<file path="src/rtl/mips_divider_pkg.sv">
// -----------------------------------------------------------------------------
// mips_div_pkg
// Shared definitions for the MIPS DIV/DIVU multi-cycle divider:
//   div_state_t       - controller states (IDLE, PREP, DIVIDE, FIX, DONE)
//   DIV_WIDTH_DEFAULT - default operand / result width
//   DIV_LATENCY       - start-to-done latency for a normal division at the
//                       default width (WIDTH + 2)
//   div_latency()     - same latency for an arbitrary width
// -----------------------------------------------------------------------------
package mips_div_pkg;

    typedef enum logic [2:0] {
        IDLE   = 3'd0,
        PREP   = 3'd1,
        DIVIDE = 3'd2,
        FIX    = 3'd3,
        DONE   = 3'd4
    } div_state_t;

    localparam int DIV_WIDTH_DEFAULT = 32;

    // One PREP cycle, WIDTH DIVIDE cycles and one FIX cycle before DONE.
    function automatic int div_latency(input int width);
        return width + 2;
    endfunction

    localparam int DIV_LATENCY = DIV_WIDTH_DEFAULT + 2;

endpackage : mips_div_pkg

</file>
<file path="src/rtl/mips_divider_if.sv">
// -----------------------------------------------------------------------------
// mips_divider_if
// Request/response bundle between the register-read stage (master) and the
// divider (slave).
//   start, signed_op, dividend, divisor    : master -> divider
//   busy, done, quotient, remainder,
//   div_by_zero                            : divider -> master
// WIDTH must match the WIDTH of the divider it is connected to.
// -----------------------------------------------------------------------------
interface mips_divider_if
    import mips_div_pkg::*;
#(
    parameter int WIDTH = DIV_WIDTH_DEFAULT
) ();

    logic             start;
    logic             signed_op;
    logic [WIDTH-1:0] dividend;
    logic [WIDTH-1:0] divisor;
    logic             busy;
    logic             done;
    logic [WIDTH-1:0] quotient;
    logic [WIDTH-1:0] remainder;
    logic             div_by_zero;

    modport master (
        output start, signed_op, dividend, divisor,
        input  busy, done, quotient, remainder, div_by_zero
    );

    modport slave (
        input  start, signed_op, dividend, divisor,
        output busy, done, quotient, remainder, div_by_zero
    );

endinterface : mips_divider_if

</file>
<file path="src/rtl/mips_divider_div_step.sv">
// -----------------------------------------------------------------------------
// div_step
// One combinational restoring-division iteration.
//   rem_i     : current partial remainder (always < divisor_i)
//   bit_i     : next dividend bit shifted into the partial remainder
//   divisor_i : divisor magnitude
//   rem_o     : next partial remainder
//   q_bit_o   : quotient bit produced by this iteration
// -----------------------------------------------------------------------------
module div_step #(
    parameter int WIDTH = 32
) (
    input  logic [WIDTH-1:0] rem_i,
    input  logic             bit_i,
    input  logic [WIDTH-1:0] divisor_i,
    output logic [WIDTH-1:0] rem_o,
    output logic             q_bit_o
);

    logic [WIDTH:0] shifted_s;
    logic [WIDTH:0] diff_s;

    // Because rem_i < divisor_i, the shifted value is below 2*divisor, so the
    // true difference lies in [-divisor, divisor) and the (WIDTH+1)-bit sign
    // bit is reliable even when shifted_s itself uses its top bit.
    assign shifted_s = {rem_i, bit_i};
    assign diff_s    = shifted_s - {1'b0, divisor_i};
    assign q_bit_o   = ~diff_s[WIDTH];
    assign rem_o     = q_bit_o ? diff_s[WIDTH-1:0] : shifted_s[WIDTH-1:0];

endmodule : div_step

</file>
<file path="src/rtl/mips_divider.sv">
// -----------------------------------------------------------------------------
// mips_divider
// Multi-cycle restoring divider implementing MIPS DIV/DIVU; one quotient bit
// per clock. Quotient is returned as LO, remainder as HI.
//   clk  : rising-edge clock
//   rst  : asynchronous active-high reset (returns to IDLE, clears outputs)
//   bus  : mips_divider_if.slave
//          start/signed_op/dividend/divisor sampled in IDLE or DONE;
//          busy high in PREP/DIVIDE/FIX; done pulses for one cycle in DONE;
//          quotient/remainder/div_by_zero registered and held until the
//          next result is produced.
// Configuration macro: MIPS_DIV_SIGNED_EN
//   defined   - signed_op selects DIV (two's complement) with sign fix-up
//   undefined - all operations are unsigned; PREP/FIX keep their cycles so
//               latency does not depend on the build.
// -----------------------------------------------------------------------------
module mips_divider
    import mips_div_pkg::*;
#(
    parameter int WIDTH = DIV_WIDTH_DEFAULT
) (
    input  logic          clk,
    input  logic          rst,
    mips_divider_if.slave bus
);

    localparam int CNT_W = (WIDTH > 2) ? $clog2(WIDTH) : 1;

    div_state_t       state_q,   state_d;
    logic [CNT_W-1:0] cnt_q,     cnt_d;
    logic [WIDTH-1:0] dvd_q,     dvd_d;      // dividend, becomes the quotient
    logic [WIDTH-1:0] dvs_q,     dvs_d;      // divisor magnitude
    logic [WIDTH-1:0] prem_q,    prem_d;     // partial remainder
    logic [WIDTH-1:0] quo_out_q, quo_out_d;
    logic [WIDTH-1:0] rem_out_q, rem_out_d;
    logic             dbz_q,     dbz_d;
    logic             busy_q,    busy_d;
    logic             done_q,    done_d;

    logic [WIDTH-1:0] step_rem_s;
    logic             step_qbit_s;

`ifdef MIPS_DIV_SIGNED_EN
    logic             sgn_q,     sgn_d;
    logic             neg_quo_q, neg_quo_d;
    logic             neg_rem_q, neg_rem_d;

    function automatic logic [WIDTH-1:0] negate(input logic [WIDTH-1:0] v);
        return ~v + {{(WIDTH-1){1'b0}}, 1'b1};
    endfunction
`else
    // signed_op has no effect in the unsigned-only build.
    logic unused_signed_op_s;
    assign unused_signed_op_s = bus.signed_op;
`endif

    div_step #(
        .WIDTH (WIDTH)
    ) u_step (
        .rem_i     (prem_q),
        .bit_i     (dvd_q[WIDTH-1]),
        .divisor_i (dvs_q),
        .rem_o     (step_rem_s),
        .q_bit_o   (step_qbit_s)
    );

    // Next-state, datapath and output-register computation.
    always_comb begin
        state_d   = state_q;
        cnt_d     = cnt_q;
        dvd_d     = dvd_q;
        dvs_d     = dvs_q;
        prem_d    = prem_q;
        quo_out_d = quo_out_q;
        rem_out_d = rem_out_q;
        dbz_d     = dbz_q;
`ifdef MIPS_DIV_SIGNED_EN
        sgn_d     = sgn_q;
        neg_quo_d = neg_quo_q;
        neg_rem_d = neg_rem_q;
`endif

        case (state_q)
            IDLE, DONE: begin
                if (bus.start) begin
                    dvd_d = bus.dividend;
                    dvs_d = bus.divisor;
`ifdef MIPS_DIV_SIGNED_EN
                    sgn_d = bus.signed_op;
`endif
                    if (bus.divisor == {WIDTH{1'b0}}) begin
                        // Divide by zero bypasses the datapath entirely.
                        state_d   = DONE;
                        quo_out_d = {WIDTH{1'b1}};
                        rem_out_d = bus.dividend;
                        dbz_d     = 1'b1;
                    end else begin
                        state_d = PREP;
                    end
                end else begin
                    state_d = IDLE;
                end
            end

            PREP: begin
`ifdef MIPS_DIV_SIGNED_EN
                dvd_d     = (sgn_q && dvd_q[WIDTH-1]) ? negate(dvd_q) : dvd_q;
                dvs_d     = (sgn_q && dvs_q[WIDTH-1]) ? negate(dvs_q) : dvs_q;
                neg_quo_d = sgn_q & (dvd_q[WIDTH-1] ^ dvs_q[WIDTH-1]);
                neg_rem_d = sgn_q & dvd_q[WIDTH-1];
`else
                dvd_d     = dvd_q;
                dvs_d     = dvs_q;
`endif
                prem_d  = {WIDTH{1'b0}};
                cnt_d   = CNT_W'(WIDTH - 1);
                state_d = DIVIDE;
            end

            DIVIDE: begin
                // Quotient bits enter at the bottom as dividend bits leave
                // the top, so dvd_q holds the quotient once WIDTH steps end.
                prem_d = step_rem_s;
                dvd_d  = {dvd_q[WIDTH-2:0], step_qbit_s};
                cnt_d  = cnt_q - {{(CNT_W-1){1'b0}}, 1'b1};
                if (cnt_q == {CNT_W{1'b0}}) begin
                    state_d = FIX;
                end else begin
                    state_d = DIVIDE;
                end
            end

            FIX: begin
`ifdef MIPS_DIV_SIGNED_EN
                // The -2^(WIDTH-1) / -1 case needs no special handling: both
                // signs are negative, so the magnitude quotient is kept and
                // reads back as the wrapped value.
                quo_out_d = neg_quo_q ? negate(dvd_q) : dvd_q;
                rem_out_d = neg_rem_q ? negate(prem_q) : prem_q;
`else
                quo_out_d = dvd_q;
                rem_out_d = prem_q;
`endif
                dbz_d   = 1'b0;
                state_d = DONE;
            end

            default: begin
                state_d = IDLE;
            end
        endcase

        busy_d = (state_d == PREP) || (state_d == DIVIDE) || (state_d == FIX);
        done_d = (state_d == DONE);
    end

    // State, datapath and output registers with asynchronous reset.
    always_ff @(posedge clk or posedge rst) begin
        if (rst) begin
            state_q   <= IDLE;
            cnt_q     <= {CNT_W{1'b0}};
            dvd_q     <= {WIDTH{1'b0}};
            dvs_q     <= {WIDTH{1'b0}};
            prem_q    <= {WIDTH{1'b0}};
            quo_out_q <= {WIDTH{1'b0}};
            rem_out_q <= {WIDTH{1'b0}};
            dbz_q     <= 1'b0;
            busy_q    <= 1'b0;
            done_q    <= 1'b0;
`ifdef MIPS_DIV_SIGNED_EN
            sgn_q     <= 1'b0;
            neg_quo_q <= 1'b0;
            neg_rem_q <= 1'b0;
`endif
        end else begin
            state_q   <= state_d;
            cnt_q     <= cnt_d;
            dvd_q     <= dvd_d;
            dvs_q     <= dvs_d;
            prem_q    <= prem_d;
            quo_out_q <= quo_out_d;
            rem_out_q <= rem_out_d;
            dbz_q     <= dbz_d;
            busy_q    <= busy_d;
            done_q    <= done_d;
`ifdef MIPS_DIV_SIGNED_EN
            sgn_q     <= sgn_d;
            neg_quo_q <= neg_quo_d;
            neg_rem_q <= neg_rem_d;
`endif
        end
    end

    assign bus.busy        = busy_q;
    assign bus.done        = done_q;
    assign bus.quotient    = quo_out_q;
    assign bus.remainder   = rem_out_q;
    assign bus.div_by_zero = dbz_q;

endmodule : mips_divider

</file>
<file path="src/flat_wrapper.sv">
// flat-port wrapper written by rule: the top's interface ports become plain ports
module mips_divider_flat import mips_div_pkg::*;
#(
    parameter int WIDTH = DIV_WIDTH_DEFAULT
)
  (clk, rst, bus_start, bus_signed_op, bus_dividend, bus_divisor, bus_busy, bus_done, bus_quotient, bus_remainder, bus_div_by_zero);
  mips_divider_if #(.WIDTH(WIDTH)) bus_i ();
  input  logic clk;
  input  logic rst;
  input wire logic [$bits(bus_i.start)-1:0] bus_start;
  input wire logic [$bits(bus_i.signed_op)-1:0] bus_signed_op;
  input wire logic [$bits(bus_i.dividend)-1:0] bus_dividend;
  input wire logic [$bits(bus_i.divisor)-1:0] bus_divisor;
  output wire logic [$bits(bus_i.busy)-1:0] bus_busy;
  output wire logic [$bits(bus_i.done)-1:0] bus_done;
  output wire logic [$bits(bus_i.quotient)-1:0] bus_quotient;
  output wire logic [$bits(bus_i.remainder)-1:0] bus_remainder;
  output wire logic [$bits(bus_i.div_by_zero)-1:0] bus_div_by_zero;
  assign bus_i.start = bus_start;
  assign bus_i.signed_op = bus_signed_op;
  assign bus_i.dividend = bus_dividend;
  assign bus_i.divisor = bus_divisor;
  assign bus_busy = bus_i.busy;
  assign bus_done = bus_i.done;
  assign bus_quotient = bus_i.quotient;
  assign bus_remainder = bus_i.remainder;
  assign bus_div_by_zero = bus_i.div_by_zero;
  mips_divider #(.WIDTH(WIDTH)) u_core (.clk(clk), .rst(rst), .bus(bus_i));
endmodule
</file>
<file path="config.mk">
export PLATFORM = sky130hd
export DESIGN_NAME = mips_divider_flat
export DESIGN_NICKNAME = d
export VERILOG_FILES = /design/src/rtl/mips_divider_pkg.sv /design/src/rtl/mips_divider_if.sv /design/src/rtl/mips_divider_div_step.sv /design/src/rtl/mips_divider.sv /design/src/flat_wrapper.sv
export SDC_FILE = /design/constraint.sdc
export NUM_CORES = 1
export LEC_CHECK = 0
export ABC_AREA = 0
export CAP_MARGIN = 0
export CORE_ASPECT_RATIO = 0.75
export CORE_MARGIN = 2
export CORE_UTILIZATION = 45
export CTS_BUF_LIST = sky130_fd_sc_hd__clkbuf_8 sky130_fd_sc_hd__clkbuf_16
export CTS_CLUSTER_DIAMETER = 50
export DETAILED_ROUTE_END_ITERATION = 6
export DONT_BUFFER_PORTS = 1
export GPL_TIMING_DRIVEN = 0
export HOLD_SLACK_MARGIN = 0.15
export PLACE_DENSITY_LB_ADDON = 0.2
export SLEW_MARGIN = 20
export SYNTH_ARGS = -nofsm -noshare
export SYNTH_HDL_FRONTEND = slang
export SYNTH_SLANG_ARGS = --single-unit
</file>
<file path="constraint.sdc">
create_clock -name clk -period 4.7 [get_ports clk]
set_clock_uncertainty 0.05 [all_clocks]
set_input_delay 0 -clock clk [delete_from_list [all_inputs] [get_ports clk]]
set_output_delay 0 -clock clk [all_outputs]
set_load 0.02 [all_outputs]
</file>
# Word level (Yosys, flattened, before mapping)
# Cells that the tools add are included.
[word_totals]
ff_bits = 171
inputBits = 68
[op_classes]
n_addsub = 2
eq_ne = 10
n_mux = 18
n_bitwise = 1
reduce_logical = 12
[op_table]
columns = ["op", "count"]
rows = [
  ["one-hot mux 32 bit (2 select lines)", 4],
  ["2-to-1 mux 32 bit", 6],
  ["subtractor 33 x 32 -> 33 bit", 1],
  ["logical NOT 32 bit", 1],
  ["equality test 3 x 2 -> 1 bit, second input constant", 4],
  ["one-hot mux 3 bit (4 select lines)", 1],
  ["one-hot mux 5 bit (2 select lines)", 1],
  ["equality test 3 x 1 -> 1 bit, second input constant", 2],
  ["equality test 3 bit, second input constant", 2],
  ["2-to-1 mux 3 bit", 2],
  ["nonzero test 2 bit", 3],
  ["logical NOT 5 bit", 1],
  ["subtractor 5 x 1 -> 5 bit, second input constant", 1],
  ["AND reduction 2 bit", 2],
  ["logical NOT 3 bit", 1],
  ["2-to-1 mux 1 bit", 3],
  ["AND reduction 3 bit", 1],
  ["logical OR 1 bit", 2],
  ["inequality test 2 x 1 -> 1 bit, second input constant", 1],
  ["inequality test 2 bit, second input constant", 1],
  ["one-hot mux 1 bit (2 select lines)", 1],
  ["OR reduction 2 bit", 1],
  ["inverter 1 bit", 1],
]

# Depth between registers and ports, before layout
# Gate-level depths: netlist of run 1.
[depth]
depth_word = 7
ltp_mapped = 14
ltp_nobuf = 12

# Cells and area by module
# A second synthesis of run 1 with hierarchy kept.
[unflattened]
cells_unflattened = 952
area_unflattened_um2 = 9200.1
[modules_own_cells]
columns = ["mod", "n_inst", "cells_per_inst", "area_per_inst_um2", "seq_area_each_um2"]
rows = [
  ["mips_divider", 1, 647, 6841.6, 4279.1],
  ["div_step", 1, 305, 2358.5, 0.0],
]

# Worst setup path after synthesis of run 1
# Ideal clock, no wire load.
[synth_timing]
kind = "flip-flop to flip-flop"
from = "register u_core.dvd_q[31]"
to = "register u_core.prem_q[29]"
t_arrival_ns = 2.921
path_slack_ns = 1.644
stages_incl_launch_ff = 13
path_buffers = 0
synth_period_minus_slack_ns = 3.056
cell_sequence = "dfrtp_1 inv_1 ha_1 inv_1 fa_1 a211oi_1 o21ai_2 o221ai_2 a2111o_1 a211o_1 o211ai_4 or4_1 o221ai_2"
[synth_via]
elab_chain_cells = 3
[synth_lines]
columns = ["item", "line_no", "rtl"]
rows = [
  ["start: declaration", "mips_divider.sv:31", "logic [WIDTH-1:0] dvd_q, dvd_d;"],
  ["start signal: assignment", "mips_divider.sv:162", "dvd_q <= {WIDTH{1'b0}};"],
  ["start signal: assignment", "mips_divider.sv:178", "dvd_q <= dvd_d;"],
  ["subtractor 33 x 32 -> 33 bit", "mips_divider_div_step.sv:27", "assign diff_s = shifted_s - {1'b0, divisor_i};"],
  ["2-to-1 mux 32 bit", "mips_divider_div_step.sv:29", "assign rem_o = q_bit_o ? diff_s[WIDTH-1:0] : shifted_s[WIDTH-1:0];"],
  ["one-hot mux 32 bit (2 select lines)", "mips_divider.sv:83", "case (state_q)"],
  ["end signal: assignment", "mips_divider.sv:164", "prem_q <= {WIDTH{1'b0}};"],
  ["end signal: assignment", "mips_divider.sv:180", "prem_q <= prem_d;"],
  ["end: declaration", "mips_divider.sv:33", "logic [WIDTH-1:0] prem_q, prem_d;"],
]
# Every way passes these cells.
# A chain may end at the register's enable or synchronous reset.

# Worst setup path in the final report of run 1
[layout_timing]
from = "register u_core.dvd_q[31]"
to = "register u_core.prem_q[13]"
# Same word-level chain as after synthesis.

==> results.tsv, run 1 <==
metric	value	unit
WL met1	12.81	mm
Multi-input gate area	4340	µm²
Async SR Flop Fraction	100.0	%
worst reg-to-reg setup slack	930	ps
synth warn	0	
commonest non-fill, non-tap cell in the layout	dfrtp_1	
CP Max Fanout	10	
antenna diode count	0	
DR top layer	met4	
count of cell types in the netlist	60	
post-route ant nets	0	
R2R Path End	u_core.prem_q[13]	
WL final	26.87	mm
sequential cell area	4279	µm²
worst-case reg-to-reg path depth	14	
fin crit share	80.24	%
f_max	265.2	MHz
vias per inst	5.791	
vias post-DR	8160	
CTS tree	done	
Synth Flop Type	dfrtp_1	
PwrDens	653.0	nW/µm²
root buffer cell	clkbuf_16	
reg2reg start	u_core.dvd_q[31]	
Longest Clk Path Bufs	2	
Critical Path RT	4990	ps
global-route wire length before repair	43.08	mm
hold buffers post-CTS	76	
Rows	44	
fin. max-slew vios	0	
Mean Syn Cell Area	8.635	µm²
Setup crit end	u_core.prem_q[13]	
Core Region	19540	µm²
max-cap violation count	0	
per-cell routed wire length	19.07	µm
Nets	1246	
Setup Fix Bufs, Post-CTS	0	
Final Power	7.008	mW
CTS Buf Count	17	
DRC	0	
Total Die Area	21250	µm²
Clock transition at path regs	70	ps
metal2 WL	11.41	mm
pin count of the biggest net entering global routing	97	
Post-synth EDFFs	0	
H-tree depth	4	
dpl cell area	9393	µm²
# IOs	135	
Final Hold Viols	0	
crit path from	u_core.dvd_q[31]	
CP startpoint kind	register	
min-delay worst type	in2async	
RSZ-0062 raised after global routing	no	
Mapped Cells	1047	
Post-Syn Area	9041	µm²
Final Instance Area	10730	µm²
number of global-route vias before repair	7887	
final-report setup violation count	0	
initial antenna violation count	0	
fin crit period	3771	ps
HPWL after DPL	19.89	mm
VDD IR max	311.9	µV
most frequent cells in the layout	dfrtp_1, nor2_1, nand2_1, dlygate4sd3_1	
total grt overflow	0	
DIE WIDTH	167.7	µm
wire length on met3	2.083	mm
total negative slack	0	ps
Worst setup EP type	register	
clock sinks	171	
fraction of the yosys area taken by sequential cells	47.33	%
Area growth, synth to finish	18.70	%
WS Path Type	reg2reg	
Initial Util	46.26	%
clk_lat worst skew	430	ps
fill count	1829	
number of buffers added on ports	0	
All-Layer GR Usage	25.89	%
Relative slew margins	40.31	%
#FFs+latches synth	171	
leakage	4.685	nW
layout cells sized above 1	4.325	%
Die Y	126.8	µm
outcome	completed	
Worst Path Arrival	4060	ps
DR pass1 iterations	6	
post-CTS sizing	0	
Syn Nets	1150	
Slew @ Worst Pin	872.7	ps
drt first-iter violations	610	
Final Wtd Congestion	0.9255	
## synthesized netlist by cell type, types with 4 or more instances
cell	instances	area [µm²]
dfrtp_1	171	4279
nor2_1	170	638.1
nand2_1	164	615.6
a21oi_1	71	355.3
o21ai_0	71	355.3
clkbuf_1	53	198.9
inv_1	43	161.4
a31oi_1	39	244.0
ha_1	34	425.4
o22ai_1	33	206.5
mux2i_1	21	210.2
nor4_1	11	68.82
xnor2_1	11	96.34
a21o_1	10	75.07
xor2_1	10	87.58
nand4_1	9	56.30
nor3_1	9	45.04
nand3_1	8	40.04
and3_1	7	43.79
o211ai_1	7	52.55
o21a_1	6	45.04
o21ai_1	6	30.03
a211oi_1	5	37.54
and2_1	5	31.28
buf_2	4	20.02
nor3b_1	4	30.03
## worst min path at each step
stage / from / slack [ps] / cells after the start / endpoint
2_1_floorplan: bus_divisor[0] / 60 / 2 / u_core.dvs_q[0]
3_3_place_gp: bus_divisor[31] / 70 / 2 / u_core.dvs_q[31]
3_5_place_dp: rst / -30 / 1 / u_core.bus.quotient[1]
4_1_cts: rst / 170 / 2 / u_core.bus.quotient[1]
5_1_grt: rst / 180 / 2 / u_core.bus.quotient[1]
6_report: rst / 110 / 2 / u_core.bus.quotient[1]
## power by group
group | leakage, nW | internal (mW) | switching [mW] | total (mW)
clock network | 0.285 | 0.758 | 0.643 | 1.40
registers | 2.03 | 2.07 | 0.761 | 2.83
logic | 2.37 | 1.06 | 1.72 | 2.78
## registers in the layout, indices dropped and copies added (netlist names)
register and count:
u_core.bus.busy 1, u_core.bus.div_by_zero 1, u_core.bus.done 1, u_core.bus.quotient 32, u_core.bus.remainder 32, u_core.cnt_q 5
u_core.dvd_q 32, u_core.dvs_q 32, u_core.prem_q 32, u_core.state_q 3
## worst max-delay path, cell delays in order, from the launching register on
cell	delay [ps]
dfrtp_1	360
inv_1	110
ha_1	190
inv_1	60
fa_1	420
a211oi_1	330
o21ai_2	170
o221ai_2	280
a2111o_1	330
a211o_1	250
o211a_1	190
buf_6	150
buf_2	270
nand2_1	250
o21ai_0	260
## layer usage
metal  vias up  track usage (%)
met5         -                0
met4         0            7.570
met3        37            6.490
met2       288            38.44
met1      3954            37.59
li1       3881                -
## through the flow
stage / utilization, % / hold WS [ps] / setup WS (ps) / cells
detailed placement: 48.06 / -30.49 / 1061 / 1301
global placement: 47.88 / 72.35 / -1992 / 1300
global route: 54.91 / 181.4 / 706.0 / 1409
CTS: 54.91 / 171.1 / 998.2 / 1409
floorplan: - / 55.44 / 18.21 / 1047
finish: 54.91 / 112.2 / 928.6 / 1409
## kinds of logic after synthesis
logic type / synth area share, %
adder cells (fa/ha/maj): 4.927
flip-flops: 47.33
AND/OR/NAND/NOR: 18.59
multiplexers: 2.325
XOR/XNOR: 2.034
AO/OA/AOI/OAI: 20.14
buffers and inverters: 4.664
## area by class of cell
cell class,count,share of cell area (%)
plain buffers,62,2.425
clock buffers,18,4.092
clock inverters,14,1.294
inverters,43,1.574
multi-input cells,771,40.45
flip-flops and latches,171,39.87
well taps,253,2.950
repair buffers,77,7.345
Note: power is estimated with default switching activity, not from simulation.
==> run 2: changes to the inputs <==
==> constraint.sdc (replaced) <==
create_clock -name clk -period 3.3 [get_ports clk]
set_clock_uncertainty 0.05 [all_clocks]
set_input_delay 0 -clock clk [delete_from_list [all_inputs] [get_ports clk]]
set_output_delay 0 -clock clk [all_outputs]
set_load 0.02 [all_outputs]
==> run 2 against run 1 <==
  * Hold slack better by 52 ps
  * Global-route usage is 0.45 points higher
  * Die area stayed put
  * Total power is 44% higher
  * Fmax is 19% higher
  * Largest power group is now combinational logic
==> results.tsv, run 2 (same netlist as run 1, synthesis figures left out) <==
metric	value	unit	change
fin. max-slew vios	0		unchanged
Rows	44		unchanged
antenna diode count	0		unchanged
final-report setup violation count	0		unchanged
max-cap violation count	0		unchanged
Multi-input gate area	4384	µm²	+1.0%
per-cell routed wire length	19.40	µm	+1.7%
layout cells sized above 1	6.479	%	+2.2 points
Clock transition at path regs	70	ps	about the same
sequential cell area	4279	µm²	unchanged
number of global-route vias before repair	7885		-0.025%
vias per inst	5.773		-0.31%
f_max	315.5	MHz	+19%
Final Wtd Congestion	0.9079		-1.9%
leakage	4.801	nW	+2.5%
initial antenna violation count	0		unchanged
CTS Buf Count	17		unchanged
drt first-iter violations	633		+3.8%
fill count	1772		-3.1%
Initial Util	46.26	%	unchanged
WS Path Type	reg2reg		
root buffer cell	clkbuf_16		
outcome	completed		
Non-Filler Instances	1426		+1.2%
vias post-DR	8233		+0.89%
worst-case reg-to-reg path depth	14		unchanged
Worst Path Arrival	3440	ps	-620 ps
worst hold stages	4		
Final Hold Viols	0		unchanged
All-Layer GR Usage	26.34	%	+0.45 points
post-route ant nets	0		unchanged
total grt overflow	0		unchanged
Critical Path RT	3570	ps	-1420 ps
PwrDens	915.0	nW/µm²	+40%
Core Region	19540	µm²	unchanged
Worst setup EP type	register		
pin count of the biggest net entering global routing	35		-64%
Total Die Area	21250	µm²	unchanged
fin crit period	3170	ps	-601.5 ps
Die Y	126.8	µm	unchanged
Area growth, synth to finish	21.92	%	
fin crit share	96.06	%	+16 points
WL final	27.66	mm	+2.9%
Nets	1263		+1.4%
VDD IR max	434.7	µV	+39%
pre-CTS WS	-313.1	ps	-1374 ps
clk_lat worst skew	440	ps	about the same
Relative slew margins	52.99	%	+13 points
most frequent cells in the layout	dfrtp_1, nor2_1, nand2_1, dlygate4sd3_1		
DR pass1 iterations	5		-1
CP Max Fanout	7		-3
Longest Clk Path Bufs	2		unchanged
worst setup margin	130.0	ps	-798.5 ps
RSZ-0062 raised after global routing	no		
CTS tree	done		
clock sinks	171		unchanged
DIE WIDTH	167.7	µm	unchanged
placed insts	1305		+0.31%
CP startpoint kind	register		
min-delay worst type	in2reg		
H-tree depth	4		unchanged
HPWL after DPL	20.09	mm	+1.0%
commonest non-fill, non-tap cell in the layout	dfrtp_1		
# IOs	135		unchanged
Fin Hold WS	164.5	ps	+52.26 ps
DRC	0		unchanged
global-route wire length before repair	43.66	mm	+1.3%
Slew @ Worst Pin	705.2	ps	-167.5 ps
number of buffers added on ports	0		unchanged
[run 2: cell count changes in the layout (fill, tap and decap cells not counted), sizes merged]
| cell | before | now |
|---|---|---|
| dlygate4sd3 | 76 | 77 |
| clkinvlp | 2 | 5 |
| inv | 49 | 51 |
| clkbuf | 71 | 72 |
| buf | 10 | 24 |
| bufinv | 1 | 0 |
| clkinv | 5 | 2 |
[run 2: where the power goes]
| part | total (mW) | switching (mW) | leakage, nW | internal [mW] |
|---|---|---|---|---|
| clock network | 2.00 | 0.996 | 0.269 | 1.01 |
| logic | 4.06 | 2.49 | 2.51 | 1.57 |
| registers | 4.02 | 1.08 | 2.03 | 2.94 |
[run 2: final cells by class]
class | count | share of cell area (%)
flip-flops and latches | 171 | 38.82
multi-input cells | 771 | 39.77
well taps | 253 | 2.872
repair buffers | 94 | 9.160
plain buffers | 62 | 2.690
inverters | 43 | 1.498
clock inverters | 15 | 1.328
clock buffers | 17 | 3.859
[run 2: what timing repair did]
action / CTS / global route
buffers inserted: 5 / 4
hold buffers: 78 / 0
cloned: 0 / 2
pin swaps: 3 / 8
endpoints found under the setup margin: 30 / 31
hold endpoints to repair: 234 / 0
resized for setup: 3 / 20
[run 2: worst max-delay path, cell delays in order (launching register included)]
cell and delay (ps):
dfrtp_1 370, inv_2 80, ha_2 180, inv_1 60, fa_2 380, a211oi_2 230
o21ai_2 120, o221ai_2 240, a2111o_1 250, buf_6 140, a21oi_4 70, o211a_1 250
buf_8 160, clkbuf_16 160, a221o_1 320
[run 2: metrics by stage]
step | total power, mW | util, % | cell area, µm² | setup TNS [ps]
floorplan | 6.732 | - | 9045 | 0
global placement | 7.706 | 47.90 | 9361 | -3472
detailed placement | 7.797 | 48.41 | 9462 | -4022
CTS | 10.01 | 55.64 | 10870 | 0
global route | 10.80 | 56.40 | 11020 | 0
finish | 10.09 | 56.40 | 11020 | 0
[run 2: path summary, 6_finish.rpt]
check | end | slack (ps) | from
min in group asynchronous | u_core.bus.quotient[8] | 670 | rst
min | u_core.state_q[0] | 160 | bus_divisor[15]
max reg2reg | u_core.prem_q[30] | 130 | u_core.dvd_q[31]
max in group asynchronous | u_core.dvd_q[22] | 1870 | rst
min reg2reg | u_core.cnt_q[3] | 440 | u_core.cnt_q[3]
max | u_core.prem_q[30] | 130 | u_core.dvd_q[31]
[run 2: layer usage]
metal | vias up | global-route usage [%] | routed length (µm)
met5 | - | 0 | 0
li1 | 3903 | - | -
met1 | 4028 | 39.12 | 13310
met3 | 30 | 5.991 | 1929
met2 | 272 | 38.81 | 12030
met4 | 0 | 7.059 | 393
